`src/rtl/neck_judge_ctrl_pkg.sv`:
```
// Shared types and default thresholds for the necking detector.
// Thresholds are in derivative-sample units; the defaults match the legacy fixed detector.
package neck_pkg;

  typedef enum logic [1:0] {
    ARMED   = 2'd0,
    OFF     = 2'd1,
    HOLDOFF = 2'd2
  } state_t;

  localparam int TH_D1  = 30;
  localparam int TH_D2S = 30;
  localparam int TH_D2E = -20;
  localparam int TH_D3  = 40;

endpackage

```
`src/rtl/neck_judge_ctrl_if.sv`:
```
// Sample, config and status bundle between the derivative front end and the necking detector.
// No backpressure: en_judge is a plain valid strobe with no ready.
interface neck_judge_ctrl_if #(
  parameter int DW    = 13,
  parameter int CNT_W = 4,
  parameter int TO_W  = 16,
  parameter int NC_W  = 16
);
  logic                    en_judge;
  logic signed [DW-1:0]    first_order_data;
  logic signed [DW-1:0]    second_order_data;
  logic signed [DW-1:0]    third_order_data;
  logic signed [DW-1:0]    cfg_th_d1;
  logic signed [DW-1:0]    cfg_th_d2s;
  logic signed [DW-1:0]    cfg_th_d2e;
  logic signed [DW-1:0]    cfg_th_d3;
  logic [CNT_W-1:0]        cfg_debounce;
  logic [TO_W-1:0]         cfg_timeout;
  logic [TO_W-1:0]         cfg_holdoff;
  logic                    power_switch;
  logic                    neck_active;
  logic                    timeout_flag;
  logic [NC_W-1:0]         neck_count;

  modport master (
    output en_judge, first_order_data, second_order_data, third_order_data,
    output cfg_th_d1, cfg_th_d2s, cfg_th_d2e, cfg_th_d3,
    output cfg_debounce, cfg_timeout, cfg_holdoff,
    input  power_switch, neck_active, timeout_flag, neck_count
  );

  modport slave (
    input  en_judge, first_order_data, second_order_data, third_order_data,
    input  cfg_th_d1, cfg_th_d2s, cfg_th_d2e, cfg_th_d3,
    input  cfg_debounce, cfg_timeout, cfg_holdoff,
    output power_switch, neck_active, timeout_flag, neck_count
  );
endinterface

```
`src/rtl/neck_judge_ctrl_debounce.sv`:
```
// Consecutive-hit counter; qualified is combinational so the caller can act on the same edge.
// Latency 0 (qualified includes the current sample); en=0 holds the count, no backpressure.
module neck_debounce #(
  parameter int CNT_W = 4
) (
  input  logic             clk,
  input  logic             rst_n,
  input  logic             hit,
  input  logic             en,
  input  logic             clr,
  input  logic [CNT_W-1:0] target,
  output logic             qualified
);
  logic [CNT_W-1:0] cnt;
  logic [CNT_W-1:0] cnt_inc;
  logic [CNT_W-1:0] tgt;

  always_comb begin
    cnt_inc   = (cnt == '1) ? cnt : cnt + CNT_W'(1);
    tgt       = (target == '0) ? CNT_W'(1) : target;
    // >= rather than == so a live lowering of target still qualifies
    qualified = en && hit && (cnt_inc >= tgt);
  end

  always_ff @(posedge clk) begin
    if (!rst_n) begin
      cnt <= '0;
    end else if (clr) begin
      cnt <= '0;
    end else if (en) begin
      cnt <= hit ? cnt_inc : '0;
    end
  end
endmodule

```
`src/rtl/neck_judge_ctrl.sv`:
```
// Necking detector: drops welder power on a debounced neck start, restores on end/timeout, then holds off.
// Outputs registered, change on the edge sampling the qualifying strobe; no backpressure.
module neck_judge_ctrl
  import neck_pkg::*;
#(
  parameter int DW    = 13,
  parameter int CNT_W = 4,
  parameter int TO_W  = 16,
  parameter int NC_W  = 16
) (
  input logic              clk,
  input logic              rst_n,
  neck_judge_ctrl_if.slave bus
);
  state_t               state;
  logic [TO_W-1:0]      timer;
  logic [TO_W-1:0]      timer_inc;
  logic [TO_W:0]        timer_p1;
  logic [TO_W-1:0]      hold_tgt;
  logic signed [DW-1:0] neg_th3;
  logic                 band, start_hit, end_hit, hit;
  logic                 qualified, tmo_hit, hold_done, clr;
  logic                 power_q, active_q, tflag_q;
  logic [NC_W-1:0]      count_q;

  always_comb begin
    neg_th3   = -bus.cfg_th_d3;
    band      = (bus.third_order_data > neg_th3) && (bus.third_order_data < bus.cfg_th_d3);
    start_hit = (bus.first_order_data > bus.cfg_th_d1) &&
                (bus.second_order_data > bus.cfg_th_d2s) && band;
    end_hit   = (bus.first_order_data > bus.cfg_th_d1) &&
                (bus.second_order_data < bus.cfg_th_d2e) && band;
    hit       = (state == ARMED) ? start_hit : ((state == OFF) ? end_hit : 1'b0);
    // one bit wider so a saturated timer can never alias onto cfg_timeout
    timer_p1  = {1'b0, timer} + (TO_W + 1)'(1);
    timer_inc = (timer == '1) ? timer : timer + TO_W'(1);
    hold_tgt  = (bus.cfg_holdoff == '0) ? TO_W'(1) : bus.cfg_holdoff;
    tmo_hit   = (state == OFF) && (bus.cfg_timeout != '0) &&
                (timer_p1 == {1'b0, bus.cfg_timeout});
    hold_done = (state == HOLDOFF) && (timer_p1 >= {1'b0, hold_tgt});
    clr       = (state == HOLDOFF) || qualified || tmo_hit;
  end

  neck_debounce #(.CNT_W(CNT_W)) u_debounce (
    .clk       (clk),
    .rst_n     (rst_n),
    .hit       (hit),
    .en        (bus.en_judge),
    .clr       (clr),
    .target    (bus.cfg_debounce),
    .qualified (qualified)
  );

  always_ff @(posedge clk) begin
    if (!rst_n) begin
      state    <= ARMED;
      timer    <= '0;
      power_q  <= 1'b1;
      active_q <= 1'b0;
      tflag_q  <= 1'b0;
      count_q  <= '0;
    end else begin
      tflag_q <= 1'b0;
      case (state)
        ARMED: begin
          timer <= '0;
          if (qualified) begin
            state    <= OFF;
            power_q  <= 1'b0;
            active_q <= 1'b1;
            if (count_q != '1) count_q <= count_q + NC_W'(1);
          end
        end
        OFF: begin
          if (qualified) begin
            state    <= HOLDOFF;
            timer    <= '0;
            power_q  <= 1'b1;
            active_q <= 1'b0;
          end else if (tmo_hit) begin
            state    <= HOLDOFF;
            timer    <= '0;
            power_q  <= 1'b1;
            active_q <= 1'b0;
            tflag_q  <= 1'b1;
          end else begin
            timer <= timer_inc;
          end
        end
        HOLDOFF: begin
          if (hold_done) begin
            state <= ARMED;
            timer <= '0;
          end else begin
            timer <= timer_inc;
          end
        end
        default: begin
          state <= ARMED;
          timer <= '0;
        end
      endcase
    end
  end

  assign bus.power_switch = power_q;
  assign bus.neck_active  = active_q;
  assign bus.timeout_flag = tflag_q;
  assign bus.neck_count   = count_q;
endmodule

```
`src/flat_wrapper.sv`:
```
// flat-port wrapper written by rule: the top's interface ports become plain ports
module neck_judge_ctrl_flat import neck_pkg::*;
#(
  parameter int DW    = 13,
  parameter int CNT_W = 4,
  parameter int TO_W  = 16,
  parameter int NC_W  = 16
)
  (clk, rst_n, bus_en_judge, bus_first_order_data, bus_second_order_data, bus_third_order_data, bus_cfg_th_d1, bus_cfg_th_d2s, bus_cfg_th_d2e, bus_cfg_th_d3, bus_cfg_debounce, bus_cfg_timeout, bus_cfg_holdoff, bus_power_switch, bus_neck_active, bus_timeout_flag, bus_neck_count);
  neck_judge_ctrl_if #(.DW(DW), .CNT_W(CNT_W), .TO_W(TO_W), .NC_W(NC_W)) bus_i ();
  input logic clk;
  input logic rst_n;
  input wire logic [$bits(bus_i.en_judge)-1:0] bus_en_judge;
  input wire logic [$bits(bus_i.first_order_data)-1:0] bus_first_order_data;
  input wire logic [$bits(bus_i.second_order_data)-1:0] bus_second_order_data;
  input wire logic [$bits(bus_i.third_order_data)-1:0] bus_third_order_data;
  input wire logic [$bits(bus_i.cfg_th_d1)-1:0] bus_cfg_th_d1;
  input wire logic [$bits(bus_i.cfg_th_d2s)-1:0] bus_cfg_th_d2s;
  input wire logic [$bits(bus_i.cfg_th_d2e)-1:0] bus_cfg_th_d2e;
  input wire logic [$bits(bus_i.cfg_th_d3)-1:0] bus_cfg_th_d3;
  input wire logic [$bits(bus_i.cfg_debounce)-1:0] bus_cfg_debounce;
  input wire logic [$bits(bus_i.cfg_timeout)-1:0] bus_cfg_timeout;
  input wire logic [$bits(bus_i.cfg_holdoff)-1:0] bus_cfg_holdoff;
  output wire logic [$bits(bus_i.power_switch)-1:0] bus_power_switch;
  output wire logic [$bits(bus_i.neck_active)-1:0] bus_neck_active;
  output wire logic [$bits(bus_i.timeout_flag)-1:0] bus_timeout_flag;
  output wire logic [$bits(bus_i.neck_count)-1:0] bus_neck_count;
  assign bus_i.en_judge = bus_en_judge;
  assign bus_i.first_order_data = bus_first_order_data;
  assign bus_i.second_order_data = bus_second_order_data;
  assign bus_i.third_order_data = bus_third_order_data;
  assign bus_i.cfg_th_d1 = bus_cfg_th_d1;
  assign bus_i.cfg_th_d2s = bus_cfg_th_d2s;
  assign bus_i.cfg_th_d2e = bus_cfg_th_d2e;
  assign bus_i.cfg_th_d3 = bus_cfg_th_d3;
  assign bus_i.cfg_debounce = bus_cfg_debounce;
  assign bus_i.cfg_timeout = bus_cfg_timeout;
  assign bus_i.cfg_holdoff = bus_cfg_holdoff;
  assign bus_power_switch = bus_i.power_switch;
  assign bus_neck_active = bus_i.neck_active;
  assign bus_timeout_flag = bus_i.timeout_flag;
  assign bus_neck_count = bus_i.neck_count;
  neck_judge_ctrl #(.DW(DW), .CNT_W(CNT_W), .TO_W(TO_W), .NC_W(NC_W)) u_core (.clk(clk), .rst_n(rst_n), .bus(bus_i));
endmodule
```
`config.mk`:
```
export PLATFORM = sky130hd
export DESIGN_NAME = neck_judge_ctrl_flat
export DESIGN_NICKNAME = d
export VERILOG_FILES = /design/src/rtl/neck_judge_ctrl_pkg.sv /design/src/rtl/neck_judge_ctrl_if.sv /design/src/rtl/neck_judge_ctrl_debounce.sv /design/src/rtl/neck_judge_ctrl.sv /design/src/flat_wrapper.sv
export SDC_FILE = /design/constraint.sdc
export NUM_CORES = 1
export LEC_CHECK = 0
export CAP_MARGIN = 25
export CORE_MARGIN = 2
export CORE_UTILIZATION = 49
export DETAILED_ROUTE_END_ITERATION = 16
export PLACE_DENSITY_LB_ADDON = 0.2
export SLEW_MARGIN = 20
export SYNTH_ARGS = -nofsm -noshare
export SYNTH_HDL_FRONTEND = slang
export SYNTH_SLANG_ARGS = --single-unit
```
`constraint.sdc`:
```
create_clock -name clk -period 6 [get_ports clk]
set_input_delay 1.5 -clock clk [delete_from_list [all_inputs] [get_ports clk]]
set_output_delay 1.5 -clock clk [all_outputs]
set_load 0.05 [all_outputs]
```
After elaboration in Yosys (flattened, before gate mapping). Cells that the tools add are included.

$add $sub $neg: 5. $mul: 0. Div/mod/pow operators: 0. Magnitude comparators: 7. Eq/ne operators: 9. Shift operators: 0. Multiplexer cells: 25. Bitwise logic cells: 2. Reduce and logical (&&, ||, !) cells: 22.

Operators with widths (count): 16-bit 2-to-1 mux (5); 13-bit > comparator (3); 16-bit by 1-bit adder with 16-bit output, second input constant (2); 16-bit one-hot mux with 2 select lines (1); 13-bit < comparator (2); 16-bit by 1-bit adder with 17-bit output, second input constant (1); 17-bit by 16-bit equality test with 1-bit output (1); 17-bit by 16-bit greater-or-equal comparator with 1-bit output (1); 16-bit equality test, second input constant (1); 16-bit zero test (1); 16-bit != test, second input constant (1); 16-bit nonzero test (1); 13-bit negation (1); 4-bit 2-to-1 mux (3); 1-bit logical AND (10); 1-bit 2-to-1 mux (9); 3-bit AND reduction (3); 2-bit 2-to-1 mux (4); 2-bit one-hot mux with 3 select lines (1); 4-bit by 1-bit adder with 4-bit output, second input constant (1); 4-bit equality test, second input constant (1); 4-bit greater-or-equal comparator (1); 4-bit zero test (1); 2-bit by 1-bit != test with 1-bit output, second input constant (2); 10 further kinds (13).

Flip-flop bits (word level): 41. Latch bits: 0. RAM bits: 0. Memory bits (read-only): 0. Bits of input ports: 130. Output and inout port bits: 19. Word-level logic and storage cells: 77. Memories: 0.

Logic depth before layout (Yosys ltp).
Depth after elaboration: 11. Depth in mapped cells: 17. Depth with buffers taken out: 15.

Hierarchy. A second synthesis with hierarchy kept.

Cells, all modules: 638. Area total of the unflattened synthesis: 4994.8 sq um.

By module, submodules not included: neck_judge_ctrl (instances 1, cells an instance 594, area each 4640.7 sq um, seq. area each 740.7 sq um); neck_debounce (instances 1, cells an instance 44, area each 354.1 sq um, seq. area each 80.1 sq um).

Worst setup path after synthesis. OpenSTA, ideal clock, no wires.

Kind: input to register. From: input port bus_cfg_th_d3[1]. To: register u_core.timer[10]. Setup time: 113 ps. Data arrival time: 4873 ps. Required time: 5887 ps. Path slack: 1014 ps. Cell stages on the path: 17. Buffers on the path: 2. Path through: inv_1 ha_1 and3_1 nand3_1 nor4_1 xnor2_1 ha_1 nand4_1 a311oi_1 a311o_1 a2111o_1 or4b_1 buf_2 a31o_2 nand3_4 buf_8 nor2_2.

Cells in the longest elaborated chain, start to end: 10. Elaborated cells on any way between the ends: 12. Classes of those cells: add/sub (1); order compare (2); mux (4); reduce/logical (5).

RTL lines: start: declaration (line flat_wrapper.sv:20) `input wire logic [$bits(bus_i.cfg_th_d3)-1:0] bus_cfg_th_d3;`; 13-bit negation (line neck_judge_ctrl.sv:27) `neg_th3 = -bus.cfg_th_d3;`; 13-bit > comparator (line neck_judge_ctrl.sv:28) `band = (bus.third_order_data > neg_th3) && (bus.third_order_data < bus.cfg_th_d3);`; 1-bit logical AND (*) (line neck_judge_ctrl.sv:28); 1-bit logical AND (line neck_judge_ctrl.sv:32) `(bus.second_order_data < bus.cfg_th_d2e) && band;`; 1-bit 2-to-1 mux (line neck_judge_ctrl.sv:33) `hit = (state == ARMED) ? start_hit : ((state == OFF) ? end_hit : 1'b0);`; 1-bit 2-to-1 mux (*) (line neck_judge_ctrl.sv:33); 1-bit logical AND (*) (2 in a row) (line neck_judge_ctrl_debounce.sv:22) `qualified = en && hit && (cnt_inc >= tgt);`; 16-bit 2-to-1 mux (*) (line neck_judge_ctrl.sv:75) `if (qualified) begin`; 16-bit one-hot mux with 2 select lines (*) (line neck_judge_ctrl.sv:64) `case (state)`; end signal: assignment (line neck_judge_ctrl.sv:87) `timer <= timer_inc;`; end signal: assignment (line neck_judge_ctrl.sv:95) `timer <= timer_inc;`; end: declaration (line neck_judge_ctrl.sv:16) `logic [TO_W-1:0] timer;`.

Mark *: on every way between the ends. The rest lies on a longest branch, timed or not. A chain may end at the register's enable or synchronous reset.

Final worst setup path.
From: input port bus_cfg_th_d3[2]. To: register u_core.timer[14].

Same word-level chain as after synthesis.

==> metrics <==
unrepaired setup endpoints after global routing=false; PwrDens=105 mW/mm2; largest family of logic cells by synthesized area=simple AND/OR/NAND/NOR gates; CTS root buffer=clkbuf_8; Critical Path Start Type=input port; WP depth=14; die area=0.0108 mm2; CP Data Required Time=6.16 ns; leakage=2.92 nW; Post-Synth Simple-Gate Area=0.245; slew margin rel.=0.489; core box area=0.00973 mm2; residual DRC count=0; Top FF cell, synth=dfxtp_1; mux share of post-synthesis cell area=0.00846; Gate Count Post-Synth=623; Compound-Gate Fraction of Synth Area=0.178; largest net degree at the start of global routing=24; RR Endpoint=u_core.timer[14]; 1st-iter DRT viols=213; synth unique cells=between 60 and 70; die width=between 100 and 150 um; Final GP Congestion=between 0.9 and 1; Core Rows=36; H-Tree Depth=2; Global Route Usage Sum=0.236; most common cell after layout, fill and taps aside=clkdlybuf4s50_1; fraction of registers with async set/reset=0; Layout Nets=between 900 and 1000; critical path class=input port to flip-flop; CTS tree=done; most frequent cells in the layout=clkdlybuf4s50_1 (148), inv_1 (90), ha_1 (90); first-pass GRT wire length=between 20000 and 25000 um; CP arrival=5.63 ns; crit-path max cell delay=0.65 ns; Final min period=roughly 5.5 ns; layout cell share with drive strength beyond 1=0.0442; die boundary height=104 um; Post-Syn Area per Cell=7.83 um2; crit-path max FO=16; I/O Pins=149; Hold Crit Class=flip-flop to flip-flop; max cap viols=0; Fin Setup TNS=0 ns; crit path max-delay cell type=or4b_1; diodes inserted=0; Slew Viols, Final=0; Port Buffers=~150; Post-DP HPWL=10900 um; Sink Count=a little over 40; CP top delay family=simple AND/OR/NAND/NOR gates; worst r2r src=u_core.timer[3]; initial antenna violation count=0; CP endpoint kind=flip-flop; Setup Skew=0.00968 ns; post-CTS setup buffers=0; start point of the critical path=bus_cfg_th_d3[2]; initial core utilization=0.502; flop and latch count out of synthesis=41; CP endpoint=u_core.timer[14]; CTS Hold Bufs=0; DR pass1 iterations=5; DR vias=4987; vias in the first global route=between 4000 and 5000; TritonCTS Buffers=5; # setup viols final=0; vias per cell=5.52; Syn. warnings=0; fin cells=903; ANT nets after route=0; reg2reg path depth=14; Top cell by count, worst path=nand4_1; Slew @ Worst Pin=about 0.76 ns; crit-path cells=clkdlybuf4s50_1 -> nor3_1 -> nand4_1 -> nor4_1 -> xnor2_1 -> ha_1 -> nand4_1 -> a311oi_1 -> a311o_1 -> a2111o_1 -> or4b_1 -> a31o_2 -> nand3_4 -> a211oi_1; VDD IR-drop max=around 0.11 mV; Seq/Total Area, Yosys=0.168; clk_lat worst skew=0.29 ns; wire length per cell=~14 um; R2R setup slack=between 2 and 2.5 ns; fmax=183 MHz; Worst-path clk slew=0.07 ns; syn_nets=843; Layout area overhead=34.6%; fin crit share=0.912; Post-synth EDFFs=0; WL final=~13000 um; Synth Area in XOR/XNOR=0.0882; Post-Synth Adder-Cell Area=0.231; final hold viol count=0; post-cts resize count=0; status=finished, final reports clean; clk buf depth=2; Post-Syn Area=0.00488 mm2; Overflow after GRT=0; WP buf/inv=1; Post-Place Cells=894
-- final cells by class --
class,instances,area (um2)
inverter,90,338
fill,842,3160
timing repair buffer,150,1500
clock buffer,6,72.6
clock inverter,2,10.0
tap,133,166
multi-input combinational,481,3670
sequential,41,821
-- registers in the layout (all words and copies together) (netlist names) --
name	cells
u_core.state	2
u_core.bus.power_switch	1
u_core.bus.neck_active	1
u_core.timer	16
u_core.bus.neck_count	16
u_core.u_debounce.cnt	4
u_core.bus.timeout_flag	1
-- worst min-delay path by stage --
stage / from / endpoint / slack, ns / cells past startpoint
2_1_floorplan: u_core.timer[1] / u_core.timer[1] / 0.48 / 2
3_3_place_gp: u_core.bus.power_switch / u_core.bus.power_switch / 0.44 / 2
3_5_place_dp: u_core.bus.power_switch / u_core.bus.power_switch / 0.45 / 2
4_1_cts: u_core.bus.power_switch / u_core.bus.power_switch / 0.46 / 2
5_1_grt: u_core.bus.power_switch / u_core.bus.power_switch / 0.47 / 2
6_report: u_core.bus.power_switch / u_core.bus.power_switch / 0.46 / 2
-- power breakdown --
group          switching, mW  internal, mW  total, mW
combinational          0.104         0.144      0.247
sequential           0.00107         0.273      0.274
clock                 0.0913        0.0806      0.172
-- synthesized netlist by cell type (all sizes together) (4+ instances only) --
master	n	area, um2
or3	9	61.3
o21ai	21	105
nand2	33	124
nor3	10	61.3
xnor2	34	298
and3	11	68.8
a211o	5	43.8
nor2b	7	43.8
nor4	15	93.8
a31o	4	35.0
inv	90	338
nand2b	7	43.8
nand4	19	119
and2	10	62.6
a21o	13	97.6
a21oi	23	115
dfxtp	41	821
nor3b	4	30.0
o41ai	4	42.6
xor2	10	87.6
a21boi	12	90.1
clkbuf	8	30.0
ha	90	1130
o211ai	5	37.5
nor2	54	228
nand3	27	148
-- cells by family (layout without fill, tap and decap cells) --
| family | count (synthesis) | in the layout |
|---|---|---|
| compound gates | 122 | 122 |
| mux | 4 | 4 |
| fa+ha+maj | 90 | 90 |
| flops | 41 | 41 |
| xor+xnor | 46 | 46 |
| simple gates | 219 | 219 |
| buf+inv | 101 | 248 |
-- tightest hold or removal path, delay by kind of cell (launching register included) --
| kind | cells | cell delay, ns |
|---|---|---|
| compound gates | 1 | 0.06 |
| buf+inv | 1 | 0.04 |
| flops | 1 | 0.31 |
-- metrics by stage --
step | cell area (um2) | power [mW] | hold WS, ns | setup WS, ns | utilization
6_report | 6570 | 0.693 | 0.460 | 0.528 | 0.675
5_1_grt | 6570 | 0.738 | 0.472 | 0.229 | 0.675
4_1_cts | 6560 | 0.700 | 0.462 | 0.549 | 0.675
3_5_place_dp | 6480 | 0.527 | 0.454 | 0.244 | 0.666
3_3_place_gp | 6480 | 0.519 | 0.443 | 0.378 | 0.666
2_1_floorplan | 4880 | 0.400 | 0.481 | 1.01 | -
-- metal layers --
metal | track usage | wire length, um | part of all wire | vias to the layer above
li1 | - | - | - | 2512
met5 | 0 | 0 | 0 | -
met4 | 0.0656 | 184 | 0.014 | 0
met1 | 0.283 | 5480 | 0.43 | 2299
met2 | 0.430 | 6340 | 0.50 | 158
met3 | 0.0415 | 730 | 0.057 | 18
(Power assumes the default switching activity.)
